**src/rtl/cv32e40p_tmr_pkg.sv**
```systemverilog
// Shared types for the TMR recovery controller.
// Replica vectors, FSM state encoding and a popcount helper.
package cv32e40p_tmr_pkg;

    localparam int N_REPLICAS = 3;

    typedef logic [2:0] replica_vec_t;

    typedef enum logic [1:0] {
        IDLE,
        HALT,
        RESYNC,
        FATAL
    } tmr_rec_state_e;

    function automatic logic [1:0] popcnt3(input replica_vec_t v);
        return 2'(v[0]) + 2'(v[1]) + 2'(v[2]);
    endfunction

endpackage

```
**src/rtl/cv32e40p_tmr_fault_cnt.sv**
```systemverilog
// Per-replica leaky fault counter (4-bit, saturating).
// o_retire flags that this increment reaches the retirement threshold.
module cv32e40p_tmr_fault_cnt
    import cv32e40p_tmr_pkg::*;
#(
    parameter int FAULT_THRESHOLD = 4
) (
    input  logic clk,
    input  logic rst,
    input  logic i_inc,
    input  logic i_leak,
    output logic o_retire
);

    logic [3:0] r_cnt;
    logic [3:0] w_inc_val;

    assign w_inc_val = (r_cnt == 4'hF) ? r_cnt : r_cnt + 4'd1;
    assign o_retire  = i_inc && (w_inc_val == 4'(FAULT_THRESHOLD));

    // Count up on a fault, down on a window wrap; both together cancel.
    always_ff @(posedge clk or posedge rst) begin
        if (rst) begin
            r_cnt <= 4'd0;
        end else if (i_inc && !i_leak) begin
            r_cnt <= w_inc_val;
        end else if (!i_inc && i_leak && (r_cnt != 4'd0)) begin
            r_cnt <= r_cnt - 4'd1;
        end
    end

endmodule

```
**src/rtl/cv32e40p_tmr_recovery_ctrl.sv**
```systemverilog
// TMR recovery controller: halt, resync, retire, fatal.
// Optional error log port enabled by CV32E40P_TMR_ERR_LOG_EN.
module cv32e40p_tmr_recovery_ctrl
    import cv32e40p_tmr_pkg::*;
#(
    parameter int RESYNC_CYCLES   = 8,
    parameter int FAULT_THRESHOLD = 4,
    parameter int WINDOW_CYCLES   = 1024
) (
    input  logic        clk,
    input  logic        rst,
    input  logic [2:0]  mismatch_i,
    input  logic        all_diff_i,
    input  logic        halt_ack_i,
    output logic        halt_req_o,
    output logic        resync_o,
    output logic [2:0]  resync_sel_o,
    output logic [2:0]  replica_en_o,
    output logic        degraded_o,
    output logic        fatal_o,
    output logic        busy_o
`ifdef CV32E40P_TMR_ERR_LOG_EN
    ,
    output logic [47:0] err_log_o
`endif
);

    localparam int WIN_W = (WINDOW_CYCLES > 1) ? $clog2(WINDOW_CYCLES) : 1;
    localparam logic [WIN_W-1:0] WIN_LAST = WIN_W'(WINDOW_CYCLES - 1);
    localparam logic [7:0] RC_M1 = 8'(RESYNC_CYCLES - 1);

    tmr_rec_state_e r_state;
    logic [WIN_W-1:0] r_win;
    logic [7:0] r_cnt;
    replica_vec_t r_sel;
    replica_vec_t r_rsel;
    replica_vec_t r_en;
    logic r_halt;
    logic r_resync;
    logic r_deg;
    logic r_fatal;
    logic r_busy;

    logic w_wrap;
    replica_vec_t w_eff;
    logic [1:0] w_pop;
    logic w_fatal_idle;
    logic w_accept;
    replica_vec_t w_inc;
    replica_vec_t w_retire;
    logic w_any_retire;

    assign w_wrap       = (r_win == WIN_LAST);
    assign w_eff        = mismatch_i & r_en;
    assign w_pop        = popcnt3(w_eff);
    assign w_fatal_idle = all_diff_i || (w_pop >= 2'd2) || (r_deg && (w_eff != 3'b000));
    assign w_accept     = (r_state == IDLE) && !w_fatal_idle && (w_pop == 2'd1);
    assign w_inc        = w_accept ? w_eff : 3'b000;
    assign w_any_retire = |w_retire;

    // Free-running leak window.
    always_ff @(posedge clk or posedge rst) begin
        if (rst) begin
            r_win <= '0;
        end else if (w_wrap) begin
            r_win <= '0;
        end else begin
            r_win <= r_win + 1'b1;
        end
    end

    for (genvar g = 0; g < N_REPLICAS; g++) begin : g_cnt
        cv32e40p_tmr_fault_cnt #(
            .FAULT_THRESHOLD(FAULT_THRESHOLD)
        ) u_fault_cnt (
            .clk     (clk),
            .rst     (rst),
            .i_inc   (w_inc[g]),
            .i_leak  (w_wrap),
            .o_retire(w_retire[g])
        );
    end

    // Recovery FSM; outputs are registered alongside the state.
    // FATAL keeps only halt and fatal asserted, busy included.
    always_ff @(posedge clk or posedge rst) begin
        if (rst) begin
            r_state  <= IDLE;
            r_cnt    <= 8'd0;
            r_sel    <= 3'b000;
            r_rsel   <= 3'b000;
            r_en     <= 3'b111;
            r_halt   <= 1'b0;
            r_resync <= 1'b0;
            r_deg    <= 1'b0;
            r_fatal  <= 1'b0;
            r_busy   <= 1'b0;
        end else begin
            unique case (r_state)
                IDLE: begin
                    if (w_fatal_idle) begin
                        r_state <= FATAL;
                        r_halt  <= 1'b1;
                        r_fatal <= 1'b1;
                    end else if (w_accept) begin
                        r_sel <= w_eff;
                        if (w_any_retire) begin
                            r_en  <= r_en & ~w_eff;
                            r_deg <= 1'b1;
                        end else begin
                            r_state <= HALT;
                            r_halt  <= 1'b1;
                            r_busy  <= 1'b1;
                        end
                    end
                end
                HALT: begin
                    if (all_diff_i) begin
                        r_state <= FATAL;
                        r_fatal <= 1'b1;
                        r_busy  <= 1'b0;
                    end else if (halt_ack_i) begin
                        r_state  <= RESYNC;
                        r_cnt    <= RC_M1;
                        r_resync <= 1'b1;
                        r_rsel   <= r_sel;
                    end
                end
                RESYNC: begin
                    if (all_diff_i) begin
                        r_state  <= FATAL;
                        r_fatal  <= 1'b1;
                        r_busy   <= 1'b0;
                        r_resync <= 1'b0;
                        r_rsel   <= 3'b000;
                    end else if (r_cnt == 8'd0) begin
                        r_state  <= IDLE;
                        r_halt   <= 1'b0;
                        r_busy   <= 1'b0;
                        r_resync <= 1'b0;
                        r_rsel   <= 3'b000;
                    end else begin
                        r_cnt <= r_cnt - 8'd1;
                    end
                end
                FATAL: begin
                    r_state <= FATAL;
                end
            endcase
        end
    end

    assign halt_req_o   = r_halt;
    assign resync_o     = r_resync;
    assign resync_sel_o = r_rsel;
    assign replica_en_o = r_en;
    assign degraded_o   = r_deg;
    assign fatal_o      = r_fatal;
    assign busy_o       = r_busy;

`ifdef CV32E40P_TMR_ERR_LOG_EN
    logic [15:0] r_tot_corr;
    logic [15:0] r_fatal_cyc;

    // Saturating statistics for corrected events and fatal dwell time.
    always_ff @(posedge clk or posedge rst) begin
        if (rst) begin
            r_tot_corr  <= 16'd0;
            r_fatal_cyc <= 16'd0;
        end else begin
            if (w_accept && !w_any_retire && (r_tot_corr != 16'hFFFF)) begin
                r_tot_corr <= r_tot_corr + 16'd1;
            end
            if ((r_state == FATAL) && (r_fatal_cyc != 16'hFFFF)) begin
                r_fatal_cyc <= r_fatal_cyc + 16'd1;
            end
        end
    end

    assign err_log_o = {r_tot_corr, r_sel, 13'b0, r_fatal_cyc};
`endif

endmodule

```
**config.mk**
```make
export PLATFORM = sky130hd
export DESIGN_NAME = cv32e40p_tmr_recovery_ctrl
export DESIGN_NICKNAME = d
export VERILOG_FILES = /design/src/rtl/cv32e40p_tmr_pkg.sv /design/src/rtl/cv32e40p_tmr_fault_cnt.sv /design/src/rtl/cv32e40p_tmr_recovery_ctrl.sv
export SDC_FILE = /design/constraint.sdc
export NUM_CORES = 1
export LEC_CHECK = 0
export ABC_AREA = 1
export BUFFER_PORTS_ARGS = -buffer_cell sky130_fd_sc_hd__buf_2
export CORE_MARGIN = 4
export CORE_UTILIZATION = 40
export CTS_CLUSTER_DIAMETER = 100
export DETAILED_ROUTE_END_ITERATION = 12
export GPL_ROUTABILITY_DRIVEN = 0
export GPL_TIMING_DRIVEN = 0
export PLACE_DENSITY = 0.64
export RECOVER_POWER = 100
export SETUP_SLACK_MARGIN = 0.15
export SLEW_MARGIN = 15
export SYNTH_ARGS = -nofsm -noshare
export SYNTH_HDL_FRONTEND = slang
export SYNTH_SLANG_ARGS = --single-unit
```
**constraint.sdc**
```tcl
create_clock -name clk -period 4.8 [get_ports clk]
set_input_delay 0.24 -clock clk [delete_from_list [all_inputs] [get_ports clk]]
set_output_delay 0.24 -clock clk [all_outputs]
set_load 0.005 [all_outputs]
```
### After elaboration in Yosys (flattened, before gate mapping)

Cells that the tools add are included.

* flip-flop bits (word level): 46
* memories: 0
* bits of input ports: 7
* output and inout port bits: 11
* memory bits (read-only): 0
* word-level logic and storage cells: 145
* memory bits (writable): 0
* latch bits: 0

* muxes and demuxes: 45
* equal/unequal tests: 26
* magnitude comparators: 1
* multipliers: 0
* bitwise operators: 4
* reductions and logical operators: 45
* add/subtract/negate cells: 10
* shift-type cells: 0
* divide/modulo/power cells: 0

Operators by type and width (number)
* two-way mux 4 bit: 9
* two-way mux 8 bit: 4
* != test 2 bit, second input constant: 10
* one-hot mux 8 bit (2 select lines): 1
* logical AND 1 bit: 15
* two-way mux 3 bit: 5
* two-way mux 2 bit: 7
* adder 4 x 1 -> 4 bit, second input constant: 3
* == test 4 x 3 -> 1 bit, second input constant: 3
* == test 4 bit, second input constant: 3
* two-way mux 1 bit: 12
* != test 3 bit, second input constant: 4
* AND reduction 4 bit: 3
* nonzero test 2 bit: 6
* nonzero test 4 bit: 3
* subtractor 4 x 1 -> 4 bit, second input constant: 3
* adder 10 x 1 -> 10 bit, second input constant: 1
* == test 10 bit, second input constant: 1
* two-way mux 10 bit: 1
* AND reduction 5 bit: 2
* zero test 8 bit: 1
* one-hot mux 2 bit (4 select lines): 1
* subtractor 8 x 1 -> 8 bit, second input constant: 1
* AND 3 bit: 2
* other kinds (19): 30

### Logic depth before layout (Yosys ltp)

Gate-level depths: netlist of run 1.

* depth in word-level cells: 16
* gate-level depth with buffers: 13
* depth with buffers taken out: 12

### Cells and area by module

Synthesis of run 1 repeated with hierarchy kept, for this count alone.

* cells, all modules: 427
* area, all modules: 3074.2 um^2

Modules (own cells, without submodules)
* cv32e40p_tmr_recovery_ctrl: times used 1, cells an instance 226, area an instance 1880.6 um^2
* cv32e40p_tmr_fault_cnt: times used 3, cells an instance 67, area an instance 397.9 um^2

### Worst setup path before layout of run 1

No wires, ideal clock.

* kind: register -> register
* start: register r_en[1], in the netlist replica_en_o[1]
* end: register r_deg, in the netlist degraded_o
* setup slack: 2.716 ns
* arrival: 1.960 ns
* clock period less this slack: 2.084 ns
* path buffers: 1
* setup time: 0.124 ns
* cell stages (with the launch flop): 10
* path through: dfstp_2 > nand2_1 > inv_1 > fa_1 > inv_1 > nor2_8 > buf_12 > nand3_2 > nand3_2 > or2_1

* longest elaborated chain between the ends: 13
* elaborated cells on any way between the ends: 19

RTL lines
* from (decl): RTL line cv32e40p_tmr_recovery_ctrl.sv:37 `replica_vec_t r_en;`
* from (signal assigned): RTL line cv32e40p_tmr_recovery_ctrl.sv:108 `r_en <= r_en & ~w_eff;`
* AND 3 bit (*): RTL line cv32e40p_tmr_recovery_ctrl.sv:54 `assign w_eff = mismatch_i & r_en;`
* net w_eff[1]: RTL line cv32e40p_tmr_recovery_ctrl.sv:45 `replica_vec_t w_eff;`
* adder 1 x 1 -> 2 bit: RTL line cv32e40p_tmr_pkg.sv:17 `return 2'(v[0]) + 2'(v[1]) + 2'(v[2]);`
* adder 2 x 1 -> 2 bit: RTL line cv32e40p_tmr_pkg.sv:17
* greater-or-equal comparator 2 bit: RTL line cv32e40p_tmr_recovery_ctrl.sv:56 `assign w_fatal_idle = all_diff_i || (w_pop >= 2'd2) || (r_deg && (w_eff != 3'b000));`
* logical OR 1 bit (2 in a row): RTL line cv32e40p_tmr_recovery_ctrl.sv:56
* zero test 1 bit: RTL line cv32e40p_tmr_recovery_ctrl.sv:57 `assign w_accept = (r_state == IDLE) && !w_fatal_idle && (w_pop == 2'd1);`
* logical AND 1 bit (2 in a row): RTL line cv32e40p_tmr_recovery_ctrl.sv:57
* two-way mux 3 bit: RTL line cv32e40p_tmr_recovery_ctrl.sv:58 `assign w_inc = w_accept ? w_eff : 3'b000;`
* logical AND 1 bit: RTL line cv32e40p_tmr_fault_cnt.sv:19 `assign o_retire = i_inc && (w_inc_val == 4'(FAULT_THRESHOLD));`
* OR reduction 3 bit: RTL line cv32e40p_tmr_recovery_ctrl.sv:59 `assign w_any_retire = |w_retire;`
* AND reduction 4 bit (no line) (*)
* to (signal assigned): RTL line cv32e40p_tmr_recovery_ctrl.sv:95 `r_deg <= 1'b0;`
* to (signal assigned): RTL line cv32e40p_tmr_recovery_ctrl.sv:109 `r_deg <= 1'b1;`
* to (decl): RTL line cv32e40p_tmr_recovery_ctrl.sv:40 `logic r_deg;`

Mark *: on every way through the listed nets, which the timed path passes. The rest lies on a longest branch.
A chain may end at the register's enable or synchronous reset.

### Worst setup path after layout of run 1

* start: register r_en[0], in the netlist replica_en_o[0]
* end: register g_cnt[0].u_fault_cnt.r_cnt[1]

* longest elaborated chain between the ends: 14
* elaborated cells on any way between the ends: 19

RTL lines
* AND 3 bit (*): RTL line cv32e40p_tmr_recovery_ctrl.sv:54
* net w_eff[0]: RTL line cv32e40p_tmr_recovery_ctrl.sv:45
* adder 1 x 1 -> 2 bit: RTL line cv32e40p_tmr_pkg.sv:17
* adder 2 x 1 -> 2 bit: RTL line cv32e40p_tmr_pkg.sv:17
* greater-or-equal comparator 2 bit: RTL line cv32e40p_tmr_recovery_ctrl.sv:56
* logical OR 1 bit (2 in a row): RTL line cv32e40p_tmr_recovery_ctrl.sv:56
* zero test 1 bit: RTL line cv32e40p_tmr_recovery_ctrl.sv:57
* logical AND 1 bit (2 in a row): RTL line cv32e40p_tmr_recovery_ctrl.sv:57
* two-way mux 3 bit (*): RTL line cv32e40p_tmr_recovery_ctrl.sv:58
* zero test 1 bit: RTL line cv32e40p_tmr_fault_cnt.sv:27 `end else if (!i_inc && i_leak && (r_cnt != 4'd0)) begin`
* logical AND 1 bit (2 in a row): RTL line cv32e40p_tmr_fault_cnt.sv:27
* nonzero test 2 bit (no line)
* to (signal assigned): RTL line cv32e40p_tmr_fault_cnt.sv:26 `r_cnt <= w_inc_val;`
* to (signal assigned): RTL line cv32e40p_tmr_fault_cnt.sv:28 `r_cnt <= r_cnt - 4'd1;`
* to (decl): RTL line cv32e40p_tmr_fault_cnt.sv:15 `logic [3:0] r_cnt;`

Marked as above.

==> flow_summary.yaml, run 1 <==
run_status:
  run_status: "complete, no violations"
timing:
  post-route-min-period_ns: 2.84
  timing.final.hold_violations: 0
  final_min_period_over_clock_period: 0.591
  worst_slew_margin_rel: 0.0293
  setup_repair_after_global_routing_missed_its_margin: "no"
  fin_skew_ns: 0.00675
  timing.setup.tns_ns: 0
  worstMarginPinSlew_ns: 1.46
  slew_viol_final: 0
  finish_stage_setup_viols: 0
  whs_ns: 0.111
  maxClockFrequency_ghz: 0.353
hold_path:
  min-delay-path-class: "in -> reg"
setup_path:
  critical-path-max-stage-delay_ns: 0.43
  timing.critical_path.required_ns: 4.98
  critPathKind: "reg -> reg"
  arrival_ns: 3.01
  path_buf_inv: 3
  worstSetupStartpointType: "register"
  nature_of_the_critical_path_endpoint: "register"
  critical_path.top_delay_family: "simple AND/OR/NAND/NOR gates"
  worstPathCellList: "nand2_1 > inv_1 > fa_1 > nor2_1 > nand3_1 > nor2_1 > clkbuf_1 > nand3_1 > nand2_1 > inv_1 > nand2_1 > nand3_1"
  library_cell_contributing_the_largest_single_delay_on_the_critical_path: "fa_1"
  path_max_fanout: 10
detailed_routing:
  drtIter0Drc: 117
  route.detailed.drc: 0
  drt_first_pass_iters: 4
  drt.antenna.violating_nets: 0
  detail_route.wl_per_cell_um: 11.6
  route.final.wire_length_mm: 5.88
  drt-vias-per-instance: 4.85
  vias: 2470
clock_tree:
  cts_tree: "yes"
  tritoncts.num_buffers: 5
  cts_setup_buffers: 0
  clock_latency_ns: 0.29
  worst_setup_hold_path_clk_slew_ns: 0.09
  clockBufferDepth: 2
  postCtsResizedCells: 0
  tritoncts_num_sinks: 46
  h_tree_levels: 2
  cts-root-buf: "clkbuf_8"
yosys:
  synthDominantCellAreaShare: 0.360
  dominant_combinational_cell_family_by_area_after_synthesis: "simple AND/OR/NAND/NOR gates"
  synth_cells: 383
  synth-compound-area-share: 0.0853
  syn-num-nets: 404
  count_of_flip_flops_with_a_built_in_enable_after_synthesis: 0
  mappedNetlistArea_mm2: 0.00299
  flip_flop_and_latch_count_after_synthesis: 46
  ys_seq_area_frac: 0.386
  post_synth_and_or_nand_nor_area_fraction: 0.348
  synth-async-reset-ratio: 1.00
  synth.distinct_cells: 38
  synthXorXnorAreaFrac: 0.0293
  ys_warn_count: 0
  post_synthesis_adder_cell_area_fraction: 0.0610
  synth.area.top_cells: "dfrtp_1 36%, nand2_1 12%, nand3_1 6.2%, inv_1 6.1%, ha_1 5.4%"
  syn-mean-instance-area_um2: 7.81
  yosys-mux-area-fraction: 0
  synth_area_leader_cell: "dfrtp_1"
  postSynth.topFlopCell: "dfrtp_1"
global_route:
  grt_antenna_before_repair: 0
  grt_pass1_wl_mm: 10.1
  global_route.overflow_total: 0
  vias_in_the_first_global_route: 2373
  grt_start_max_net_pins: 28
  track_usage: 0.138
die:
  die_area_mm2: 0.00893
  floorplan.die.width_um: 94.5
  fp-row-count: 31
  initial_core_util: 0.413
  floorplan.die.height_um: 94.5
  io-pin-count: 18
  floorplan.core_area_mm2: 0.00725
cells_and_area:
  area_growth_syn_to_layout_pct: 6.52
  multi_input_comb_area_mm2: 0.00146
  register_area_mm2: 0.00115
  drive_gt1_frac: 0.112
  finalNetCount: 430
  num-fill-cells: 759
  insertedDiodeCount: 0
placement:
  post-dp-hpwl_mm: 4.60
  placement.io_buffers: 17
power_and_ir_drop:
  p_leak_nw: 1.69
  vdd.ir_drop.worst_mv: 0.271
  power_density_mw_per_mm2: 362
  report.power.total_mw: 1.15
flow_run:
  number_of_max_capacitance_violations_reported: 0
==> layer usage <==
layer  GRT usage  share of wire  vias up
met5           0              0        -
met2       0.241           0.50       23
met3      0.0263          0.024        4
met1       0.179           0.47     1162
li1            -              -     1281
met4      0.0313         0.0051        0
==> final timing paths <==
check / start / end / slack [ns] / cells after the start
max: replica_en_o[0] / g_cnt[0].u_fault_cnt.r_cnt[1] / 1.96 / 12
min: mismatch_i[0] / replica_en_o[0] / 0.11 / 2
max reg2reg: replica_en_o[0] / g_cnt[0].u_fault_cnt.r_cnt[1] / 1.96 / 12
min reg2reg: r_cnt[4] / r_cnt[4] / 0.47 / 1
max in group asynchronous: rst / r_win[0] / 2.40 / 4
min in group asynchronous: rst / r_win[7] / 0.61 / 3
==> report_power, final <==
part           leakage [nW]  internal (mW)  switching, mW
sequential            0.557          0.453         0.0379
combinational          1.08          0.131          0.244
clock                0.0514          0.156          0.133
total                  1.69          0.740          0.414
==> cell families (layout without fill, tap and decap cells) <==
kind of cell             Yosys count  count (layout)
AND/OR/NAND/NOR                  203             203
buffers and inverters             64              91
AO/OA/AOI/OAI                     46              46
flip-flops                        46              46
adder cells (fa/ha/maj)           14              14
XOR/XNOR                          10              10
==> metrics by stage <==
stage               area (um2)  std cells  setup slack, ns  utilization
finish                    3190        509             1.96        0.440
global route              3190        509             1.64        0.440
floorplan                 2990        383             2.72            -
CTS                       3340        509             2.48        0.461
global placement          3200        499             2.50        0.441
detailed placement        3220        500             2.50        0.444
==> timing repair <==
item	CTS	global route
endpoints found under the setup margin	0	0
hold buffers	1	0
hold endpoints to repair	18	0
==> state kept, by name, indices dropped and copies added, names as in the netlist <==
signal and count:
g_cnt.u_fault_cnt.r_cnt 12, r_win 10, r_cnt 8, r_sel 3
replica_en_o 3, resync_sel_o 3, r_state 2, busy_o 1
degraded_o 1, fatal_o 1, halt_req_o 1, resync_o 1
==> layout make-up <==
class / instances / area share
clock buffer: 6 / 0.0228
timing repair buffer: 19 / 0.0298
sequential: 46 / 0.362
inverter: 59 / 0.0703
multi-input combinational: 273 / 0.457
tap: 99 / 0.0389
buffer: 5 / 0.00706
clock inverter: 2 / 0.0118
==> layout by cell type (no fill, tap or decap), types with 3 or more instances in the layout <==
cell | Yosys | final
nand2_1 | 96 | 101
inv_1 | 49 | 54
nand3_1 | 37 | 43
dfrtp_1 | 43 | 43
nor2_1 | 22 | 26
o21ai_0 | 19 | 23
buf_2 | 3 | 17
ha_1 | 13 | 13
nand4_1 | 10 | 10
a21oi_1 | 8 | 9
xor2_1 | 8 | 8
clkbuf_1 | 0 | 7
o21ai_1 | 11 | 7
nand3_2 | 7 | 5
clkbuf_8 | 0 | 5
or2_2 | 4 | 4
nand2_2 | 8 | 3
inv_2 | 8 | 3
a21boi_0 | 3 | 3
nor3_1 | 3 | 3
dfstp_1 | 0 | 3
==> cell usage after synthesis, drive strengths merged, types with 3 or more instances <==
| master | instances |
|---|---|
| nand2 | 104 |
| inv | 57 |
| nand3 | 49 |
| dfrtp | 43 |
| o21ai | 30 |
| nor2 | 27 |
| ha | 13 |
| nand4 | 11 |
| a21oi | 9 |
| xor2 | 8 |
| or2 | 7 |
| buf | 5 |
| a21boi | 3 |
| dfstp | 3 |
| nor3 | 3 |
Power figures use the tool's default switching activity.
==> run 2, diff against run 1 <==
--- a/config.mk
+++ b/config.mk
@@ -13,7 +13,7 @@
 export DETAILED_ROUTE_END_ITERATION = 12
 export GPL_ROUTABILITY_DRIVEN = 0
 export GPL_TIMING_DRIVEN = 0
-export PLACE_DENSITY = 0.64
+export PLACE_DENSITY = 0.66
 export RECOVER_POWER = 100
 export SETUP_SLACK_MARGIN = 0.15
 export SLEW_MARGIN = 15
==> constraint.sdc (replaced) <==
create_clock -name clk -period 2.3 [get_ports clk]
set_input_delay 0.115 -clock clk [delete_from_list [all_inputs] [get_ports clk]]
set_output_delay 0.115 -clock clk [all_outputs]
set_load 0.005 [all_outputs]
==> flow_summary.yaml, run 2 (synthesis results as in run 1) <==
run_status:
  run_status: "complete, no violations"
power_and_ir_drop:
  internal_power_mw: 1.58
  vdd.ir_drop.worst_mv: 0.542
  power.net_switching_uw: 950
  power.share.combinational: 0.349
  power_density_mw_per_mm2: 737
  p_leak_nw: 1.80
  netSwitchingFraction: 0.375
  clkPwrFrac: 0.245
  p_seq_frac: 0.406
clock_tree:
  tritoncts_num_sinks: 46
  cts-root-buf: "clkbuf_8"
  worst_setup_hold_path_clk_slew_ns: 0.10
  clock_latency_ns: 0.31
  tritoncts.num_buffers: 5
  clockBufferDepth: 2
  cts_tree: "yes"
  h_tree_levels: 2
global_route:
  grt_antenna_before_repair: 0
  track_usage: 0.148
  vias_in_the_first_global_route: 2393
  grt_pass1_wl_mm: 10.6
  global_route.overflow_total: 0
  grt_start_max_net_pins: 29
setup_path:
  critPathKind: "reg -> reg"
  critical_path.most_common_cell: "nand2_1"
  path_buf_inv: 4
  critical_path_cell_count: 12
  critical_path.top_delay_family: "flip-flops"
  worstSetupStartpointType: "register"
  critical_path.reg2reg.endpoint: "g_cnt[0].u_fault_cnt.r_cnt[1]"
  timing.critical_path.required_ns: 2.49
  nature_of_the_critical_path_endpoint: "register"
  worstPathCellList: "nand2_1 > inv_1 > fa_2 > inv_4 > nor2_8 > buf_12 > nand2_2 > nand3b_2 > nand2_1 > inv_2 > nand2_1 > nand3_1"
  rr_startpoint: "replica_en_o[2]"
  critical-path-max-stage-delay_ns: 0.55
  worst-r2r-cell-count: 12
  arrival_ns: 2.26
  regToRegSetupSlack_ns: 0.22
  library_cell_contributing_the_largest_single_delay_on_the_critical_path: "dfstp_1"
  path_max_fanout: 10
die:
  floorplan.die.width_um: 94.5
  floorplan.die.height_um: 94.5
  die_area_mm2: 0.00893
  initial_core_util: 0.413
  io-pin-count: 18
  floorplan.core_area_mm2: 0.00725
  fp-row-count: 31
cells_and_area:
  max_ffs_per_register: 12
  area_growth_syn_to_layout_pct: 14.7
  drive_gt1_frac: 0.186
  layout_commonest_cell: "nand2_1"
  final_cell_mix: "98 x nand2_1, 48 x inv_1, 43 x dfrtp_1"
  finish.utilization: 0.473
  top_register: "g_cnt.u_fault_cnt.r_cnt"
  layoutNonFillerInstCount: 519
  finalNetCount: 440
  reg.largest.list: "g_cnt.u_fault_cnt.r_cnt x12, r_win x10, r_cnt x8"
  insertedDiodeCount: 0
timing:
  final.setup.worst_slack_ns: 0.224
  slew_viol_final: 0
  fin_skew_ns: 0.0105
  whs_ns: 0.230
  timing.final.hold_violations: 0
  final_min_period_over_clock_period: 0.903
  setup_repair_after_global_routing_missed_its_margin: "no"
  worstMarginPinSlew_ns: 0.716
  finish_stage_setup_viols: 0
  worst_slew_margin_rel: 0.522
  post-route-min-period_ns: 2.08
  maxClockFrequency_ghz: 0.482
  timing.setup.tns_ns: 0
detailed_routing:
  detail_route.wl_per_cell_um: 11.6
  drtIter0Drc: 111
  drt-vias-per-instance: 4.87
  route.final.wire_length_mm: 6.00
  route.detailed.drc: 0
  drt_first_pass_iters: 5
  vias: 2525
  drt.antenna.violating_nets: 0
placement:
  placed_cells_incl_taps: 500
  post-dp-hpwl_mm: 4.49
  placement.io_buffers: 17
  pre_cts_ws_ns: -0.0345
hold_path:
  hold_path_startpoint: "all_diff_i"
  min-delay-path-class: "in -> reg"
  min_to: "fatal_o"
  min_delay_path_depth: 3
flow_run:
  number_of_max_capacitance_violations_reported: 0
-- run 2: cell types whose count changed in the layout (fill, tap and decap cells not counted), sizes merged --
cell / previous run / this run
buf: 17 / 23
dlygate4sd3: 1 / 4
clkinvlp: 3 / 1
clkinv: 0 / 2
clkbuf: 12 / 13
-- run 2: how the worst max path moves through the flow --
stage | start | to
final | replica_en_o[2] | g_cnt[0].u_fault_cnt.r_cnt[1]
after CTS | replica_en_o[2] | r_state[0]
after detailed placement | replica_en_o[1] | r_state[0]
after floorplan | replica_en_o[1] | degraded_o
after global placement | replica_en_o[0] | r_state[1]
after global routing | r_state[0] | r_cnt[4]
-- run 2: power groups by stage --
stage	clock [mW]	combinational, mW	sequential, mW
after floorplan	0	0.627	1.03
after global placement	0	0.828	1.04
after detailed placement	0	0.861	1.04
after CTS	0.634	0.877	1.03
after global routing	0.660	1.02	1.04
final	0.621	0.883	1.03
-- run 2: layout make-up --
class                   instances  area (um2)
clock inverters                 2        37.5
repair buffers                 29         179
well taps                      99         124
flip-flops and latches         46        1150
plain buffers                   5        42.5
multi-input cells             273        1590
clock buffers                   6        72.6
fillers                       712        3820
inverters                      59         230
-- run 2: what timing repair did --
item                       CTS  global route
resized for setup            5            11
hold endpoints to repair    21             0
cloned                       0             0
setup buffers                3             4
pin swaps                    0             6
hold buffers                 4             0
setup endpoints to repair   20            19
-- run 2: per-layer routing --
| layer | global-route usage | up-vias | part of all wire |
|---|---|---|---|
| met3 | 0.0263 | 7 | 0.028 |
| met5 | 0 | - | 0 |
| met2 | 0.255 | 38 | 0.50 |
| met4 | 0.0433 | 0 | 0.011 |
| met1 | 0.189 | 1174 | 0.46 |
| li1 | - | 1306 | - |
-- run 2: through the flow --
step | cell area, um2 | total power [mW]
floorplan | 2990 | 1.65
global placement | 3200 | 1.87
detailed placement | 3220 | 1.90
CTS | 3400 | 2.54
global route | 3430 | 2.72
finish | 3430 | 2.53
-- run 2: worst reg2reg max path: stages (launching register included) --
cell      delay [ns]
dfstp_1         0.55
nand2_1         0.07
inv_1           0.10
fa_2            0.48
inv_4           0.10
nor2_8          0.04
buf_12          0.14
nand2_2         0.07
nand3b_2        0.07
nand2_1         0.14
inv_2           0.07
nand2_1         0.06
nand3_1         0.07
==> run 3, diff against run 2 <==
--- a/config.mk
+++ b/config.mk
@@ -19,4 +19,5 @@
 export SLEW_MARGIN = 15
 export SYNTH_ARGS = -nofsm -noshare
 export SYNTH_HDL_FRONTEND = slang
+export SYNTH_HIERARCHICAL = 1
 export SYNTH_SLANG_ARGS = --single-unit
==> flow_summary.yaml, run 3 <==
setup_path:
  worst-r2r-cell-count: 14
  nature_of_the_critical_path_endpoint: "register"
  rr_startpoint: "replica_en_o[1]"
  timing.critical_path.required_ns: 2.50
  critPathKind: "reg -> reg"
  worstSetupStartpointType: "register"
  arrival_ns: 2.55
  regToRegSetupSlack_ns: -0.05
  critical_path.reg2reg.endpoint: "busy_o"
  path_max_fanout: 2
timing:
  timing.final.hold_violations: 0
  setup_repair_after_global_routing_missed_its_margin: "yes"
  post-route-min-period_ns: 2.35
  worstMarginPinSlew_ns: 1.33
  slew_viol_final: 0
  final_min_period_over_clock_period: 1.02
  maxClockFrequency_ghz: 0.425
  worst_slew_margin_rel: 0.114
  finish_stage_setup_viols: 4
  fin_skew_ns: 0.00988
  final.setup.worst_slack_ns: -0.0524
cells_and_area:
  drive_gt1_frac: 0.243
  finalNetCount: 506
  insertedDiodeCount: 0
  max_ffs_per_register: 12
  area_growth_syn_to_layout_pct: 22.4
  final_cell_mix: "121 x nand2_1, 59 x nand3_1, 55 x inv_1"
  top_register: "g_cnt.u_fault_cnt/r_cnt"
  layout_commonest_cell: "nand2_1"
  reg.largest.list: "g_cnt.u_fault_cnt/r_cnt x12, r_win x10, r_cnt x8"
  layoutNonFillerInstCount: 585
clock_tree:
  clock_latency_ns: 0.31
  tritoncts.num_buffers: 5
  cts_tree: "yes"
  worst_setup_hold_path_clk_slew_ns: 0.10
  cts-root-buf: "clkbuf_8"
  clockBufferDepth: 2
  tritoncts_num_sinks: 46
  h_tree_levels: 2
die:
  floorplan.die.height_um: 95.7
  floorplan.core_area_mm2: 0.00737
  die_area_mm2: 0.00915
  io-pin-count: 18
  fp-row-count: 31
  initial_core_util: 0.417
  floorplan.die.width_um: 95.7
yosys:
  syn-mean-instance-area_um2: 7.20
  postSynth.topFlopCell: "dfrtp_1"
  syn-num-nets: 448
  count_of_flip_flops_with_a_built_in_enable_after_synthesis: 0
  mappedNetlistArea_mm2: 0.00307
  flip_flop_and_latch_count_after_synthesis: 46
  synth_common_cells: "129 x nand2_1, 63 x inv_1, 63 x nand3_1"
  synth.distinct_cells: 32
  synth.area.top_cells: "dfrtp_1 35%, nand2_1 16%, nand3_1 10%, inv_1 7.7%, ha_1 5.3%"
  ys_seq_area_frac: 0.376
  synthDominantCellAreaShare: 0.350
  synth-async-reset-ratio: 1.00
  ys_warn_count: 6
  synth_area_leader_cell: "dfrtp_1"
  synth_cells: 427
  synth_most_common_cell: "nand2_1"
detailed_routing:
  vias: 2808
  drt_first_pass_iters: 5
  drt.antenna.violating_nets: 0
  drt-vias-per-instance: 4.80
  drtIter0Drc: 117
  route.final.wire_length_mm: 6.75
  route.detailed.drc: 0
  detail_route.wl_per_cell_um: 11.5
hold_path:
  hold_path_startpoint: "halt_ack_i"
  min-delay-path-class: "in -> reg"
  min_to: "r_cnt[1]"
  min_delay_path_depth: 4
global_route:
  grt_pass1_wl_mm: 11.4
  grt_antenna_before_repair: 0
  vias_in_the_first_global_route: 2698
  track_usage: 0.156
  global_route.overflow_total: 0
  grt_start_max_net_pins: 35
power_and_ir_drop:
  power_density_mw_per_mm2: 816
  p_leak_nw: 2.03
  vdd.ir_drop.worst_mv: 0.435
run_status:
  run_status: "finished, violations left"
  failing_checks: "setup timing"
placement:
  post-dp-hpwl_mm: 4.67
  pre_cts_ws_ns: -0.115
  placement.io_buffers: 17
  placed_cells_incl_taps: 543
flow_run:
  number_of_max_capacitance_violations_reported: 0
run 3: cell count changes after synthesis, moves of 6 or more:
cell	change
o21ai_0	-9
o21ai_1	-7
nand2_1	+33
nand3_1	+26
nand2_2	-6
inv_1	+14
nor2_1	+12
run 3: where the power goes:
group,internal [mW],total (mW),switching [mW]
Clock,0.220,0.520,0.300
Sequential,0.976,1.11,0.132
Combinational,0.542,1.44,0.901
run 3: worst max path at each step:
stage                  to       startpoint  slack, ns  cells after the start
2_1_floorplan  r_state[1]  replica_en_o[1]       0.13                     15
3_3_place_gp   r_state[1]  replica_en_o[0]      -0.11                     16
3_5_place_dp   r_state[1]  replica_en_o[0]      -0.12                     16
4_1_cts        r_state[1]  replica_en_o[2]       0.02                     15
5_1_grt            busy_o  replica_en_o[0]      -0.21                     15
6_report           busy_o  replica_en_o[1]      -0.05                     14
run 3: cells by family (layout without fill, tap and decap cells):
family / Yosys count / in the layout / share of synthesized area
flops: 46 / 46 / 0.376
xor+xnor: 8 / 8 / 0.0228
compound gates: 27 / 27 / 0.0554
simple gates: 254 / 254 / 0.381
buf+inv: 78 / 137 / 0.105
fa+ha+maj: 14 / 14 / 0.0594
run 3: worst max-delay path: stages, from the launching register on:
cell and delay, ns:
dfstp_2 0.39, nand2_4 0.07, inv_2 0.04, fa_2 0.58, nand2_2 0.10, buf_4 0.15, buf_4 0.12, buf_4 0.12
buf_4 0.12, buf_4 0.12, buf_4 0.13, o21bai_4 0.14, nand3_1 0.08, nand2_1 0.07, nand2_1 0.04
run 3: cell type report:
class	instances	area, um2
Timing Repair Buffer	51	342
Inverter	73	279
Buffer	5	37.5
Multi-Input combinational cell	303	1730
Tap cell	99	124
Fill cell	697	3610
Sequential cell	46	1150
Clock buffer	5	68.8
Clock inverter	3	25.0
run 3: metrics by stage:
| stage | utilization | power (mW) | TNS [ns] | hold WS, ns | area (um2) |
|---|---|---|---|---|---|
| floorplan | - | 2.19 | 0 | -0.119 | 3110 |
| global placement | 0.450 | 2.45 | -0.544 | 0.0376 | 3320 |
| detailed placement | 0.450 | 2.48 | -0.640 | 0.0482 | 3320 |
| CTS | 0.498 | 3.07 | 0 | 0.167 | 3670 |
| global route | 0.511 | 3.35 | -1.86 | 0.176 | 3760 |
| finish | 0.511 | 3.07 | -0.126 | 0.170 | 3760 |
run 3: layer usage:
layer	GRT usage	part of all wire
met5	0	0
met1	0.187	0.45
met3	0.0331	0.036
met2	0.282	0.50
met4	0.0403	0.0086
run 3: what timing repair did:
item	4_1_cts	5_1_grt
resized for setup	17	21
endpoints found under the setup margin	19	20
buffers inserted	21	9
hold buffers	4	0
pin swaps	14	17
endpoints found under the hold margin	31	0
